## src/rtl/apb_master_bridge.sv

```systemverilog
// apb_master_bridge: single-outstanding command-to-APB master bridge.
// A command is latched in IDLE (or in the completing ACCESS cycle for
// back-to-back transfers), driven through SETUP and ACCESS, and one
// registered response pulse is produced per completed transfer.
// Optional feature: define APB_MASTER_TIMEOUT_EN to abort ACCESS phases
// that see PREADY low for TIMEOUT_CYCLES consecutive cycles.
module apb_master_bridge #(
  parameter int TIMEOUT_CYCLES = 16
) (
  input  logic       PCLK,
  input  logic       PRESET,
  input  logic       cmd_valid,
  output logic       cmd_ready,
  input  logic       cmd_write,
  input  logic [2:0] cmd_addr,
  input  logic [7:0] cmd_wdata,
  output logic       PSEL,
  output logic       PENABLE,
  output logic       PWRITE,
  output logic [2:0] PADDR,
  output logic [7:0] PWDATA,
  input  logic       PREADY,
  input  logic       PSLVERR,
  input  logic [7:0] PRDATA,
  output logic       rsp_valid,
  output logic [7:0] rsp_rdata,
  output logic       rsp_err,
  output logic       rsp_timeout
);

  typedef enum logic [1:0] {
    ST_IDLE   = 2'd0,
    ST_SETUP  = 2'd1,
    ST_ACCESS = 2'd2
  } state_t;

  state_t     state_q, state_d;
  logic       psel_q, psel_d;
  logic       penable_q, penable_d;
  logic       pwrite_q, pwrite_d;
  logic [2:0] paddr_q, paddr_d;
  logic [7:0] pwdata_q, pwdata_d;
  logic       rsp_valid_q, rsp_valid_d;
  logic [7:0] rsp_rdata_q, rsp_rdata_d;
  logic       rsp_err_q, rsp_err_d;
  logic       accept;

`ifdef APB_MASTER_TIMEOUT_EN
  localparam logic [7:0] TMO_LIM = 8'(TIMEOUT_CYCLES);
  logic [7:0] tmo_cnt_q, tmo_cnt_d;
  logic       rsp_timeout_q, rsp_timeout_d;
`endif

  // Ready only when the FSM can take a new command this cycle; masked in reset.
  assign cmd_ready = !PRESET &&
                     ((state_q == ST_IDLE) || ((state_q == ST_ACCESS) && PREADY));
  assign accept    = cmd_valid && cmd_ready;

  // Next-state and next-output logic; APB strobes follow directly from the next state.
  always_comb begin
    state_d     = state_q;
    pwrite_d    = pwrite_q;
    paddr_d     = paddr_q;
    pwdata_d    = pwdata_q;
    rsp_valid_d = 1'b0;
    rsp_rdata_d = rsp_rdata_q;
    rsp_err_d   = rsp_err_q;
`ifdef APB_MASTER_TIMEOUT_EN
    tmo_cnt_d     = tmo_cnt_q;
    rsp_timeout_d = rsp_timeout_q;
`endif

    case (state_q)
      ST_IDLE: begin
        if (accept) begin
          state_d  = ST_SETUP;
          pwrite_d = cmd_write;
          paddr_d  = cmd_addr;
          pwdata_d = cmd_wdata;
`ifdef APB_MASTER_TIMEOUT_EN
          tmo_cnt_d = 8'd0;
`endif
        end
      end

      ST_SETUP: begin
        state_d = ST_ACCESS;
      end

      ST_ACCESS: begin
        if (PREADY) begin
          // Completion: capture slave status; write responses carry no data.
          rsp_valid_d = 1'b1;
          rsp_rdata_d = pwrite_q ? 8'h00 : PRDATA;
          rsp_err_d   = PSLVERR;
`ifdef APB_MASTER_TIMEOUT_EN
          rsp_timeout_d = 1'b0;
`endif
          if (accept) begin
            state_d  = ST_SETUP;
            pwrite_d = cmd_write;
            paddr_d  = cmd_addr;
            pwdata_d = cmd_wdata;
`ifdef APB_MASTER_TIMEOUT_EN
            tmo_cnt_d = 8'd0;
`endif
          end else begin
            state_d = ST_IDLE;
          end
        end
`ifdef APB_MASTER_TIMEOUT_EN
        else begin
          // Wait state: abort once the limit of consecutive low-PREADY cycles is hit.
          tmo_cnt_d = tmo_cnt_q + 8'd1;
          if (tmo_cnt_d == TMO_LIM) begin
            state_d       = ST_IDLE;
            rsp_valid_d   = 1'b1;
            rsp_rdata_d   = 8'h00;
            rsp_err_d     = 1'b1;
            rsp_timeout_d = 1'b1;
          end
        end
`endif
      end

      default: begin
        state_d = ST_IDLE;
      end
    endcase

    psel_d    = (state_d != ST_IDLE);
    penable_d = (state_d == ST_ACCESS);
  end

  // State and registered outputs; reset clears everything and drops any pending response.
  always_ff @(posedge PCLK) begin
    if (PRESET) begin
      state_q     <= ST_IDLE;
      psel_q      <= 1'b0;
      penable_q   <= 1'b0;
      pwrite_q    <= 1'b0;
      paddr_q     <= 3'd0;
      pwdata_q    <= 8'h00;
      rsp_valid_q <= 1'b0;
      rsp_rdata_q <= 8'h00;
      rsp_err_q   <= 1'b0;
`ifdef APB_MASTER_TIMEOUT_EN
      tmo_cnt_q     <= 8'd0;
      rsp_timeout_q <= 1'b0;
`endif
    end else begin
      state_q     <= state_d;
      psel_q      <= psel_d;
      penable_q   <= penable_d;
      pwrite_q    <= pwrite_d;
      paddr_q     <= paddr_d;
      pwdata_q    <= pwdata_d;
      rsp_valid_q <= rsp_valid_d;
      rsp_rdata_q <= rsp_rdata_d;
      rsp_err_q   <= rsp_err_d;
`ifdef APB_MASTER_TIMEOUT_EN
      tmo_cnt_q     <= tmo_cnt_d;
      rsp_timeout_q <= rsp_timeout_d;
`endif
    end
  end

  assign PSEL      = psel_q;
  assign PENABLE   = penable_q;
  assign PWRITE    = pwrite_q;
  assign PADDR     = paddr_q;
  assign PWDATA    = pwdata_q;
  assign rsp_valid = rsp_valid_q;
  assign rsp_rdata = rsp_rdata_q;
  assign rsp_err   = rsp_err_q;
`ifdef APB_MASTER_TIMEOUT_EN
  assign rsp_timeout = rsp_timeout_q;
`else
  assign rsp_timeout = 1'b0;
`endif

endmodule

```

## config.mk

```make
export PLATFORM = sky130hd
export DESIGN_NAME = apb_master_bridge
export DESIGN_NICKNAME = d
export VERILOG_FILES = /design/src/rtl/apb_master_bridge.sv
export SDC_FILE = /design/constraint.sdc
export NUM_CORES = 1
export LEC_CHECK = 0
export CELL_PAD_IN_SITES_DETAIL_PLACEMENT = 1
export CELL_PAD_IN_SITES_GLOBAL_PLACEMENT = 2
export CORE_MARGIN = 2
export CORE_UTILIZATION = 25
export CTS_CLUSTER_SIZE = 20
export DETAILED_ROUTE_END_ITERATION = 8
export PLACE_DENSITY_LB_ADDON = 0.08
export SLEW_MARGIN = 20
export SYNTH_ARGS = -nofsm -noshare
export SYNTH_HDL_FRONTEND = slang
export SYNTH_SLANG_ARGS = --single-unit
```

## constraint.sdc

```tcl
create_clock -name PCLK -period 3.3 [get_ports PCLK]
set_input_delay 0.66 -clock PCLK [delete_from_list [all_inputs] [get_ports PCLK]]
set_output_delay 0.66 -clock PCLK [all_outputs]
set_load 0.01 [all_outputs]
```

Word level (Yosys, flattened, before mapping)
Cells that the tools add are included.
Widths: inputs -> output; s select.
{"block": "word_totals", "regBits": 26, "latchBits": 0, "ram_bits": 0, "romBits": 0, "out_inout_bits": 26, "memories": 0}
{"block": "classes", "add_sub_neg": 0, "n_mul": 0, "n_div": 0, "magnitude_cmp": 0, "n_eq_ne": 4, "shifts": 0, "muxes": 15, "n_bitwise": 1, "n_reduce_logical": 11}
{"operator": "$mux 8", "count": 3}
{"operator": "$pmux 8 s2", "count": 1}
{"operator": "$mux 3", "count": 2}
{"operator": "$pmux 2 s3", "count": 1}
{"operator": "$pmux 3 s2", "count": 1}
{"operator": "$eq 2x2->1 const B", "count": 2}
{"operator": "$mux 1", "count": 4}
{"operator": "$mux 2", "count": 2}
{"operator": "$reduce_and 2->1", "count": 2}
{"operator": "$reduce_bool 2->1", "count": 2}
{"operator": "$logic_and 1x1->1", "count": 3}
{"operator": "$eq 2x1->1 const B", "count": 1}
{"operator": "$logic_not 2->1", "count": 1}
{"operator": "$ne 2x2->1 const B", "count": 1}
{"operator": "$pmux 1 s2", "count": 1}
{"operator": "$reduce_or 2->1", "count": 1}
{"operator": "$logic_not 1->1", "count": 1}
{"operator": "$logic_or 1x1->1", "count": 1}
{"operator": "$not 1->1", "count": 1}

Logic depth before layout (Yosys ltp)
Gate-level depths: netlist of the first run.
{"block": "depth", "depth_word": 9, "depth_mapped": 4, "mapped_depth_nobuf": 3}

Worst setup path after synthesis of the first run
Ideal clock, no wire load.
{"block": "synth_timing", "path_type": "input-to-output", "startpoint": "input port PREADY", "endpoint": "output port cmd_ready", "arrival_time_ns": 1.039, "required_ns": 2.640, "setup_slack_ns": 1.601, "stages": 2, "cell_sequence": "nand2b_2 > and2_2"}
{"block": "synth_via", "elab_chain_len": 3}
{"item": "start, declared", "line": "22", "rtl": "input logic PREADY,"}
{"item": "$logic_and 1x1->1", "line": "56", "rtl": "((state_q == ST_IDLE) || ((state_q == ST_ACCESS) && PREADY));"}
{"item": "$logic_or 1x1->1", "line": "56"}
{"item": "$logic_and 1x1->1", "line": "55", "rtl": "assign cmd_ready = !PRESET &&"}
{"item": "end, declared", "line": "13", "rtl": "output logic cmd_ready,"}
Every way passes these cells.

Final worst setup path of the first run
Same ends and word-level chain as after synthesis.

==> reports/summary.log, run 1 <==
qor: routing.route.top_layer_used met4
qor: placement.place_area 1530 sq um
qor: final_layout.layout.core_utilization 0.398
qor: synth.synthesis.nets 105
qor: final_layout.finish.instance_area 1570 sq um
qor: routing.routed_via_density 4.20
qor: worst_setup_path.critPathLaunchType input port
qor: routing.wl_per_cell 12.8 um
qor: clock_tree.hold_buffers 0
qor: synth.synthMostInstantiatedCell sky130_fd_sc_hd__dfxtp_1
qor: placement.gp_routability_congestion 0.665
qor: routing.dr_total_vias 747
qor: pwr.power.clock.fraction 0.279
qor: routing.dr.pass1.iters 4
qor: clock_tree.cts_root_buffer sky130_fd_sc_hd__clkbuf_8
qor: timing.final_max_slew_viol_count 0
qor: synth.primary_ff_master_synth sky130_fd_sc_hd__dfxtp_1
qor: routing.wl_met3 119 um
qor: pwr.seq_power_share 0.536
qor: routing.remaining_drc_errors 0
qor: timing.hold_slack 481 ps
qor: clock_tree.ctsHtreeMaxLevel 1
qor: grt.grtUsageTotal 0.109
qor: worst_setup_path.critPathArrivalTime 2010 ps
qor: synth.post-synth-top-area-cell sky130_fd_sc_hd__dfxtp_1
qor: timing.timing.final.setup_violations 0
qor: floorplanning.fp.dieW 67.4 um
qor: final_layout.antennaDiodeCount 0
qor: worst_setup_path.critical_path.endpoint_type primary output
qor: grt.total_gr_overflow 0
qor: flow_run.cap_viol_max_count 0
qor: final_layout.finish.cell_count_without_fillers 178
qor: synth.async_flop_share 0
qor: timing.hold_viol 0
qor: clock_tree.cts.clk_slew.worst_paths 90 ps
qor: outcome.run_status finished clean
qor: synth.synth_edf_count 0
qor: pwr.pwr-share-comb 0.185
qor: clock_tree.clock_tree.buffer_depth 2
qor: synth.leading_cell_types_by_total_area_after_synthesis sky130_fd_sc_hd__dfxtp_1, sky130_fd_sc_hd__mux2_4, sky130_fd_sc_hd__a22o_1
qor: pwr.internal_power 0.492 mW
qor: placement.hpwlAfterDp 1.68 mm
qor: clock_tree.numClockSinks 26
qor: final_layout.post_route_cells_drive_above_1_share 0.172
qor: pwr.power.switching 0.145 mW
qor: synth.synthesis.area_per_instance 12.5 sq um
qor: synth.netlist_top_cells_count sky130_fd_sc_hd__dfxtp_1, sky130_fd_sc_hd__a22o_1, sky130_fd_sc_hd__mux2_4, sky130_fd_sc_hd__nor2b_1, sky130_fd_sc_hd__and2b_1
qor: synth.area_share_of_the_largest_cell_type_after_synthesis 0.519
qor: hold_path.min-delay-path-class register to register
qor: floorplanning.floorplan.initialDensity 0.255
qor: synth.synth-seq-cells 26
qor: worst_setup_path.worst-endpoint-required 2640 ps
qor: grt.grt_max_degree 20
qor: clock_tree.tritoncts_clock_tree yes
qor: floorplanning.core_area 3940 sq um
qor: timing.clock_skew 1.41 ps
qor: hold_path.worst_hold_path.endpoint rsp_rdata[1]
qor: worst_setup_path.largest_fanout_on_the_critical_path 3
qor: timing.fin_crit_sh 0.809
qor: grt.grt_first_pass_wirelength 3.66 mm
qor: floorplanning.die-area 4540 sq um
qor: grt.first_global_vias 782
qor: grt.antenna_found_initial 0
qor: hold_path.worstHoldPathCells 1
qor: pwr.max-vdd-ir-drop 0.000138 V
qor: routing.drtAntennaViolNets 0
qor: final_layout.final_nets 155
qor: clock_tree.post_cts.resized_instances 0
qor: worst_setup_path.worst-r2r-cell-count 3
qor: pwr.power_switching_share 0.227
qor: synth.postSynthCellCount 80
qor: timing.rsz0062_at_grt no
qor: timing.final.setup.tns 0 ps
qor: placement.buffer_ports.inserted 49
qor: worst_setup_path.ff_to_ff_setup_slack 1850 ps
qor: timing.max_slew_margin 0.623
qor: clock_tree.worst_skew_pair.late_latency 260 ps
qor: floorplanning.die_height 67.4 um
qor: clock_tree.numCtsBuffers 3
qor: synth.yosysWarningCount 0
qor: timing.worst-slew-pin-transition 564 ps
qor: worst_setup_path.critical_path_class input port to primary output
qor: timing.finalCriticalPeriod 2670 ps
qor: worst_setup_path.crit-reg2reg-capture rsp_rdata[3]
qor: synth.synth_sequential_area_ratio 0.519
qor: placement.placed_cells_incl_taps 175
qor: synth.library_cells_used_by_synthesis 22
qor: final_layout.fill_cells 431
qor: timing.fmax 0.375 GHz
qor: floorplanning.num_rows 23
qor: worst_setup_path.critical_path.reg2reg.startpoint state_q[0]
qor: clock_tree.post_cts_buffers 0
qor: hold_path.worstHoldStart rsp_rdata[1]
qor: routing.violation_count_after_the_first_detailed_routing_iteration 29
qor: routing.met2_length 1.18 mm
qor: final_layout.areaGrowthSynthToFinish 56.4%
qor: floorplanning.ioPinCount 51
qor: pwr.power.density_cell_area 406 nW/um^2
qor: routing.met1_length 963 um
qor: pwr.p_leak 0.641 nW
qor: synth.syn-cell-area 1000 sq um
qor: routing.postRouteWirelength 2.28 mm
power by group through the flow:
stage | clock (mW) | sequential (mW) | combinational, mW
global placement | 0 | 0.348 | 0.118
finish | 0.178 | 0.341 | 0.118
detailed placement | 0 | 0.348 | 0.120
global route | 0.200 | 0.344 | 0.127
floorplan | 0 | 0.355 | 0.0453
CTS | 0.190 | 0.341 | 0.120
kinds of logic after synthesis:
kind of cell / share of synthesized area
AOI/OAI and AO/OA: 0.0748
muxes: 0.186
buffers and inverters: 0.0399
and+or+nand+nor: 0.177
DFF: 0.519
other: 0.00374
layout by cell type (no fill, tap or decap), types with 3 or more instances in the layout:
cell	count
sky130_fd_sc_hd__clkbuf_8	3
sky130_fd_sc_hd__and2b_1	6
sky130_fd_sc_hd__a22o_1	8
sky130_fd_sc_hd__nor2_1	3
sky130_fd_sc_hd__clkdlybuf4s50_1	49
sky130_fd_sc_hd__nor2b_1	7
sky130_fd_sc_hd__dfxtp_1	26
sky130_fd_sc_hd__mux2_2	5
sky130_fd_sc_hd__mux2_4	8
cell type report:
cell class / instances / area [sq um] / area share
sequential: 26 / 520 / 0.332
timing repair buffer: 50 / 498 / 0.317
multi-input combinational: 48 / 443 / 0.282
tap: 50 / 62.6 / 0.0399
clock buffer: 3 / 41.3 / 0.0263
inverter: 1 / 3.75 / 0.00239
worst max-delay path by stage:
stage / from / to / slack [ps]
2_1_floorplan: PREADY / cmd_ready / 1600
3_3_place_gp: PREADY / cmd_ready / 640
5_1_grt: PREADY / cmd_ready / 540
4_1_cts: PREADY / cmd_ready / 620
6_report: PREADY / cmd_ready / 630
3_5_place_dp: PREADY / cmd_ready / 640
flip-flops by register name, indices dropped and copies added (netlist names):
name       flops
PWRITE         1
PSEL           1
PWDATA         8
state_q        2
PADDR          3
rsp_valid      1
PENABLE        1
rsp_rdata      8
rsp_err        1
critical path, stage by stage:
cell and delay (ps):
sky130_fd_sc_hd__clkdlybuf4s50_1 500, sky130_fd_sc_hd__nand2b_2 170, sky130_fd_sc_hd__and2_2 150, sky130_fd_sc_hd__clkdlybuf4s50_1 530
routing by layer:
layer	vias up	global-route usage
met5	-	0
met4	0	0.0459
met3	2	0.0217
met2	24	0.183
met1	355	0.136
li1	366	-
stage by stage:
step,power (mW),worst slack (ps)
after floorplan,0.400,1600
after global placement,0.465,636
after detailed placement,0.468,642
after CTS,0.651,623
after global routing,0.670,545
final,0.636,631
Power figures use the tool's default switching activity.
==> run 2, diff against run 1 <==
- CORE_UTILIZATION: 25 -> 21
- clock period: 3.3 -> 2.2 ns (I/O delays scaled with it)
==> reports/summary.log, run 2 (synthesized netlist as in run 1, its figures left out) <==
qor: worst_setup_path.worst-endpoint-required 1760 ps
qor: placement.gp_routability_congestion 0.638
qor: pwr.power_switching_share 0.227
qor: hold_path.worstHoldStart rsp_rdata[4]
qor: routing.dr_total_vias 781
qor: final_layout.areaGrowthSynthToFinish 58.2%
qor: worst_setup_path.worst-r2r-cell-count 3
qor: final_layout.post_route_cells_drive_above_1_share 0.185
qor: worst_setup_path.largest_fanout_on_the_critical_path 3
qor: grt.grt_max_degree 20
qor: grt.grtUsageTotal 0.0953
qor: worst_setup_path.critical_path.reg2reg.startpoint state_q[0]
qor: worst_setup_path.critPathLaunchType input port
qor: outcome.run_status finished clean
qor: clock_tree.worst_skew_pair.late_latency 260 ps
qor: floorplanning.die_height 73.1 um
qor: floorplanning.ioPinCount 51
qor: hold_path.worstHoldPathCells 1
qor: timing.final_max_slew_viol_count 0
qor: hold_path.min-delay-path-class register to register
qor: grt.grt_first_pass_wirelength 3.88 mm
qor: pwr.p_leak 0.653 nW
qor: floorplanning.fp.dieW 73.1 um
qor: routing.violation_count_after_the_first_detailed_routing_iteration 18
qor: routing.dr.pass1.iters 3
qor: floorplanning.core_area 4660 sq um
qor: placement.hpwlAfterDp 1.78 mm
qor: clock_tree.ctsHtreeMaxLevel 1
qor: timing.hold_viol 0
qor: pwr.seq_power_share 0.534
qor: floorplanning.die-area 5350 sq um
qor: clock_tree.numCtsBuffers 3
qor: pwr.internal_power 0.739 mW
qor: routing.remaining_drc_errors 0
qor: pwr.fin_total_pwr 0.957 mW
qor: worst_setup_path.critical_path_class input port to primary output
qor: timing.fin_crit_sh 0.903
qor: routing.wl_per_cell 13.4 um
qor: worst_setup_path.ff_to_ff_setup_slack 770 ps
qor: placement.place_area 1550 sq um
qor: pwr.max-vdd-ir-drop 0.000279 V
qor: clock_tree.clock_tree.buffer_depth 2
qor: routing.routed_via_density 4.24
qor: final_layout.layout.core_utilization 0.341
qor: timing.max_slew_margin 0.623
qor: floorplanning.floorplan.initialDensity 0.215
qor: pwr.power.switching 0.217 mW
qor: timing.rsz0062_at_grt no
qor: routing.drtAntennaViolNets 0
qor: clock_tree.numClockSinks 26
qor: grt.total_gr_overflow 0
qor: clock_tree.tritoncts_clock_tree yes
qor: placement.placed_cells_incl_taps 181
qor: timing.finalCriticalPeriod 1990 ps
qor: worst_setup_path.critPathArrivalTime 1550 ps
qor: pwr.pwr-share-comb 0.188
qor: timing.worst-slew-pin-transition 565 ps
qor: pwr.power.density_cell_area 603 nW/um^2
qor: clock_tree.cts.clk_slew.worst_paths 90 ps
qor: final_layout.finish.instance_area 1590 sq um
qor: pwr.power.clock.fraction 0.278
qor: routing.postRouteWirelength 2.46 mm
qor: final_layout.mostFrequentLayoutCell sky130_fd_sc_hd__clkdlybuf4s50_1
qor: timing.clock_skew 2.03 ps
qor: worst_setup_path.critical_path.endpoint_type primary output
qor: timing.fmax 0.503 GHz
qor: final_layout.antennaDiodeCount 0
qor: floorplanning.num_rows 25
qor: worst_setup_path.cp-startpoint PREADY
qor: timing.timing.final.setup_violations 0
qor: clock_tree.post_cts_buffers 0
qor: grt.antenna_found_initial 0
qor: clock_tree.cts_root_buffer sky130_fd_sc_hd__clkbuf_8
qor: final_layout.final_nets 157
qor: placement.buffer_ports.inserted 49
qor: hold_path.worst_hold_path.endpoint rsp_rdata[4]
qor: final_layout.commonest_cells_after_routing_fill_and_taps_aside sky130_fd_sc_hd__clkdlybuf4s50_1, sky130_fd_sc_hd__dfxtp_1, sky130_fd_sc_hd__a22o_1, sky130_fd_sc_hd__mux2_4, sky130_fd_sc_hd__nor2b_1
qor: final_layout.finish.cell_count_without_fillers 184
qor: final_layout.fill_cells 525
qor: grt.first_global_vias 805
qor: flow_run.cap_viol_max_count 0
qor: worst_setup_path.crit-reg2reg-capture rsp_rdata[3]
==> run 2: changes by cell type in the layout (fill, tap and decap cells not counted) <==
cell	before	now
sky130_fd_sc_hd__buf_4	1	3
sky130_fd_sc_hd__clkdlybuf4s50_1	49	48
sky130_fd_sc_hd__dlygate4sd2_1	0	1
==> run 2: power groups by stage <==
stage	registers [mW]	clock network, mW	logic (mW)
final	0.511	0.266	0.180
after global routing	0.516	0.309	0.193
after CTS	0.512	0.287	0.184
after detailed placement	0.522	0	0.183
after global placement	0.522	0	0.181
after floorplan	0.533	0	0.0680
==> run 2: worst max-delay path, stage by stage <==
cell and delay [ps]:
sky130_fd_sc_hd__clkdlybuf4s50_1 430, sky130_fd_sc_hd__nand2b_2 220, sky130_fd_sc_hd__and2_2 180, sky130_fd_sc_hd__dlygate4sd2_1 280
==> run 2: repair_timing <==
item	CTS	global route
hold buffers	0	0
gates resized for setup	1	0
endpoints found under the hold margin	0	0
setup endpoints to repair	1	0
==> run 2: worst max path at each step <==
stage	end	slack, ps
after global routing	cmd_ready	160
after CTS	cmd_ready	200
after global placement	cmd_ready	4
final	cmd_ready	210
after detailed placement	cmd_ready	-6
after floorplan	PADDR[1]	890
==> run 2: routing by layer <==
metal | share of wire | up-vias | routed length [um] | global-route usage
met3 | 0.088 | 2 | 218 | 0.0401
li1 | - | 372 | - | -
met1 | 0.43 | 376 | 1060 | 0.114
met4 | 0.0069 | 0 | 17 | 0.0185
met5 | 0 | - | 0 | 0
met2 | 0.48 | 31 | 1170 | 0.160
==> run 2: metrics by stage <==
stage          setup slack [ps]  setup TNS [ps]  hold slack, ps
2_1_floorplan               895               0             511
3_3_place_gp               4.44               0             456
3_5_place_dp              -5.78           -5.78             459
4_1_cts                     201               0             484
5_1_grt                     158               0             503
6_report                    213               0             481
==> run 2: final cells by class <==
| cell class | instances | area [sq um] | share of cell area |
|---|---|---|---|
| clock buffers | 3 | 41.3 | 0.0260 |
| inverters | 1 | 3.75 | 0.00236 |
| flip-flops and latches | 26 | 520 | 0.328 |
| repair buffers | 52 | 512 | 0.322 |
| well taps | 54 | 67.6 | 0.0426 |
| multi-input cells | 48 | 443 | 0.279 |
